### src/rtl/gate_truth_table_checker_settle_timer.sv
// settle_timer
// Counts the cycles a gate input vector has been held. The count is cleared
// while clr is high and advances while en is high. expired is high during the
// last cycle of a SETTLE_CYCLES-long hold, so the owner can leave the hold
// state on that edge.
// Ports:
//   clk     : clock, rising edge
//   rst     : asynchronous active-high reset
//   clr     : synchronous clear of the count (wins over en)
//   en      : count enable
//   expired : count has reached SETTLE_CYCLES-1
module settle_timer #(
  parameter int SETTLE_CYCLES = 1
) (
  input  logic clk,
  input  logic rst,
  input  logic clr,
  input  logic en,
  output logic expired
);

  // Final count value of a hold; the hold lasts SETTLE_CYCLES cycles from 0.
  localparam logic [3:0] LAST_COUNT = 4'(SETTLE_CYCLES - 1);

  logic [3:0] count_q;
  logic [3:0] count_d;

  always_comb begin
    count_d = count_q;
    if (clr) begin
      count_d = 4'd0;
    end else if (en) begin
      count_d = count_q + 4'd1;
    end
  end

  always_ff @(posedge clk or posedge rst) begin
    if (rst) begin
      count_q <= 4'd0;
    end else begin
      count_q <= count_d;
    end
  end

  assign expired = en && (count_q == LAST_COUNT);

endmodule

### config.mk
export PLATFORM = sky130hd
export DESIGN_NAME = settle_timer
export DESIGN_NICKNAME = d
export VERILOG_FILES = /design/src/rtl/gate_truth_table_checker_settle_timer.sv
export SDC_FILE = /design/constraint.sdc
export NUM_CORES = 1
export LEC_CHECK = 0
export ABC_CLOCK_PERIOD_IN_PS = 2800
export BUFFER_PORTS_ARGS = -buffer_cell sky130_fd_sc_hd__buf_2
export CAP_MARGIN = 30
export CORE_AREA = 2 2 39 41
export DETAILED_ROUTE_END_ITERATION = 12
export DIE_AREA = 0 0 41 43
export SLEW_MARGIN = 20
export SYNTH_ARGS = -nofsm -noshare
export SYNTH_HDL_FRONTEND = slang
export SYNTH_SLANG_ARGS = --single-unit
### constraint.sdc
create_clock -name clk -period 2.8 [get_ports clk]
set_input_delay 0.28 -clock clk [delete_from_list [all_inputs] [get_ports clk]]
set_output_delay 0.28 -clock clk [all_outputs]
set_load 0.005 [all_outputs]
==> reports/metrics.sh <==
WORSTSETUPSTARTPOINT='count_q[0]'
IOS=5
WORST-ENDPOINT-ARRIVAL_NS=1.14
POST-ROUTE-DRC-COUNT=0
WORST_PATH_FANOUT_MAX=4
BIGGEST_REGISTERS_AFTER_LAYOUT='count_q x4'
INITIAL_ANTENNA_VIOLATION_COUNT=0
SYNTH_TOP_AREA_CELLS='sky130_fd_sc_hd__dfrtp_1 44%, sky130_fd_sc_hd__ha_1 11%, sky130_fd_sc_hd__inv_1 5.0%, sky130_fd_sc_hd__mux2_1 5.0%, sky130_fd_sc_hd__nor2_1 5.0%'
CTS_SINKS=4
GRT_PASS1_VIAS=152
DRT_WL_TOTAL_UM=348
POSTLAYOUTCELLAREA_UM2=294
GRT_PASS1_WL_UM=593
DPL_CELLS=42
DIEAREA_UM2=1760
NUMCTSBUFFERS=3
RUN_STATUS='completed'
MIN-DELAY-PATH-CLASS='in -> reg'
GRT_OVERFLOW_TOTAL=0
PATH_CLK_SLEW_NS=0.04
SYNTH_SEQUENTIAL_AREA_RATIO_PCT=44.2
DIE_W_UM=41
FINAL-MAX-SLEW-VIOLATION-COUNT=0
SYNTH.MOST_COMMON_CELL='sky130_fd_sc_hd__dfrtp_1'
SLOWEST_DELAY_NS=0.41
SYNTHDOMINANTCELLAREASHARE_PCT=44.2
CAP_VIOLATIONS=0
AREA_GROWTH_PCT=29.8
INITIAL_UTILIZATION_PCT=16.4
SYNTHDISTINCTLIBCELLS=15
NUMBER_OF_ENABLE_TYPE_REGISTER_CELLS_IN_THE_SYNTHESIZED_NETLIST=0
HTREEDEPTH=1
SYNTH_FLOP_CELL='sky130_fd_sc_hd__dfrtp_1'
FIN_WORST_SKEW_NS=0.00130
FLOORPLAN.DIE.HEIGHT_UM=43
ROUTEDWLPERCELL_UM=7.57
AVGSYNTHCELLAREA_UM2=9.85
CP.BUFFERS_INVERTERS=2
FILLERINSTANCES=159
FIN_WORST_HOLD_SLACK_NS=0.270
RATIO_OF_FINAL_MINIMUM_PERIOD_TO_CLOCK_PERIOD_PCT=50.8
DRIVE_ABOVE_1_SHARE_PCT=26.7
PIN_COUNT_OF_THE_BIGGEST_NET_ENTERING_GLOBAL_ROUTING=7
ASYNCSETRESETFLOPFRACSYNTH_PCT=100
CRIT-REG2REG-LAUNCH='count_q[0]'
TRITONCTS_CLOCK_TREE='done'
FINISH.NET_COUNT=38
HPWLAFTERDP_UM=285
POWER.STATIC_LEAKAGE_nW=0.149
POWER.DENSITY_nW_PER_UM2=517
HOLD_VIOLATIONS=0
SYNTH.LARGEST_AREA_CELL='sky130_fd_sc_hd__dfrtp_1'
SYNTH.TOP_CELLS.BY_COUNT='4 x sky130_fd_sc_hd__dfrtp_1, 3 x sky130_fd_sc_hd__inv_1, 3 x sky130_fd_sc_hd__nor2_1'
BUFFER_LEVELS_ON_THE_LONGEST_CLOCK_PATH=2
CRITICAL-PATH-TOP-DELAY-FAMILY='flip-flops'
INSTANCE_AREA_AFTER_PLACEMENT_UM2=262
FIN_CELLS=46
FLIP_FLOP_COUNT_OF_THE_LARGEST_REGISTER_AFTER_LAYOUT=4
HOLD_PATH_STARTPOINT='clr'
VIASPERCELL=3.54
LARGEST-REGISTER='count_q'
CPMAXSTAGEDELAYCELL='sky130_fd_sc_hd__dfrtp_1'
ANTENNA_LEFT=0
CLOCKROOTBUFFER='sky130_fd_sc_hd__clkbuf_4'
FIRST_ITER_VIOLATIONS=0
WORST-SETUP-PATH-TYPE='reg -> out'
END_KIND='output pin'
SETUP_VIOL=0
WORST_IR_DROP_VDD_mV=0.148
WORSTSKEWPAIRLATENCY_NS=0.23
CRITPATHLAUNCHTYPE='register'
SYNTH.NET_COUNT=29
TIMING.MAX_SLEW.REL_SLACK_PCT=92.0
SYNTHESIS.YOSYS.WARNINGS=0
RSZ_0062_RAISED_AFTER_GLOBAL_ROUTING='false'
FINALPOWER_mW=0.152
N_DIODES=0
NETLIST_AREA_UM2=226
GLOBAL_ROUTE.USAGE.TOTAL_PCT=5.35
DETAILROUTE.VIA_COUNT=163
CRITICAL_PATH.CELL_CHAIN='inv_1 -> ha_1 -> nand2_1 -> nor3_1 -> buf_2'
FMAX_GHz=0.703
FINALSETUPTNS_NS=0
SYNTH.FF_LATCH_COUNT=4
POST_SYNTH_INST_COUNT=23
BUFFER_PORTS.INSERTED=4
PLACE_CONGESTION=0.641
WORST_PIN_SLEW_NS=0.117
FIRSTDRTPASSITERS=1
CP_DATA_REQUIRED_TIME_NS=2.52
ROWS=14
CTS_RESIZED=0
FINAL_PERIOD_MINUS_WORST_SETUP_SLACK_NS=1.42
CORE_UM2=1380
==> cell families (layout without fill, tap and decap cells) <==
logic type      count (synthesis)  count (layout)  share of synthesized area [%]
buf+inv                         4              11                           7.18
xor+xnor                        1               1                           3.87
flops                           4               4                           44.2
compound gates                  2               2                           6.63
fa+ha+maj                       2               2                           11.0
mux                             2               2                           9.39
simple gates                    8               8                           17.7
==> power breakdown <==
part           internal, mW  total [mW]  switching, mW
clock                0.0478      0.0688         0.0211
combinational       0.00959      0.0188        0.00926
sequential           0.0612      0.0645        0.00331
total                 0.119       0.152         0.0336
==> cell usage in the layout (no fill, tap or decap), drive strengths merged <==
| cell type | instances |
|---|---|
| nand2 | 1 |
| nor2 | 3 |
| buf | 4 |
| dlygate4sd3 | 1 |
| inv | 3 |
| mux2i | 1 |
| dfrtp | 4 |
| a21bo | 1 |
| mux2 | 1 |
| clkbuf | 3 |
| nor3 | 1 |
| nor2b | 1 |
| a21oi | 1 |
| nand4 | 1 |
| xnor2 | 1 |
| nand3b | 1 |
| ha | 2 |
==> area by class of cell <==
class	count	area, um^2	area share (%)
multi-input combinational	15	110	37.4
sequential	4	100	34.0
timing repair buffer	5	30.0	10.2
clock buffer	3	22.5	7.66
tap	16	20.0	6.81
inverter	3	11.3	3.83
==> metal layers <==
metal  vias to the layer above  global-route usage [%]  wire (um)  share of wire [%]
li1                         88                       -          -                  -
met1                        71                    7.84        175                 50
met2                         4                    5.31        147                 42
met3                         0                    1.57         24                6.9
met4                         0                    6.00          0                  0
met5                         -                       0          0                  0
==> worst paths after layout <==
kind | end | slack (ns) | cells after the start
max | expired | 1.38 | 5
min | count_q[1] | 0.27 | 2
max reg2reg | count_q[2] | 1.76 | 3
min reg2reg | count_q[1] | 0.59 | 2
max in group asynchronous | count_q[2] | 2.19 | 3
min in group asynchronous | count_q[0] | 0.47 | 3
==> through the flow <==
step	util (%)	setup WS (ns)
after global routing	21.2	1.29
after floorplan	-	1.74
after detailed placement	18.9	1.62
final	21.2	1.38
after CTS	21.2	1.36
after global placement	18.9	1.61
==> timing repair <==
action,CTS,global route
buffers inserted,0,0
hold buffers,1,0
endpoints found under the hold margin,4,0
No activity file was read; power rests on OpenSTA's default activity.
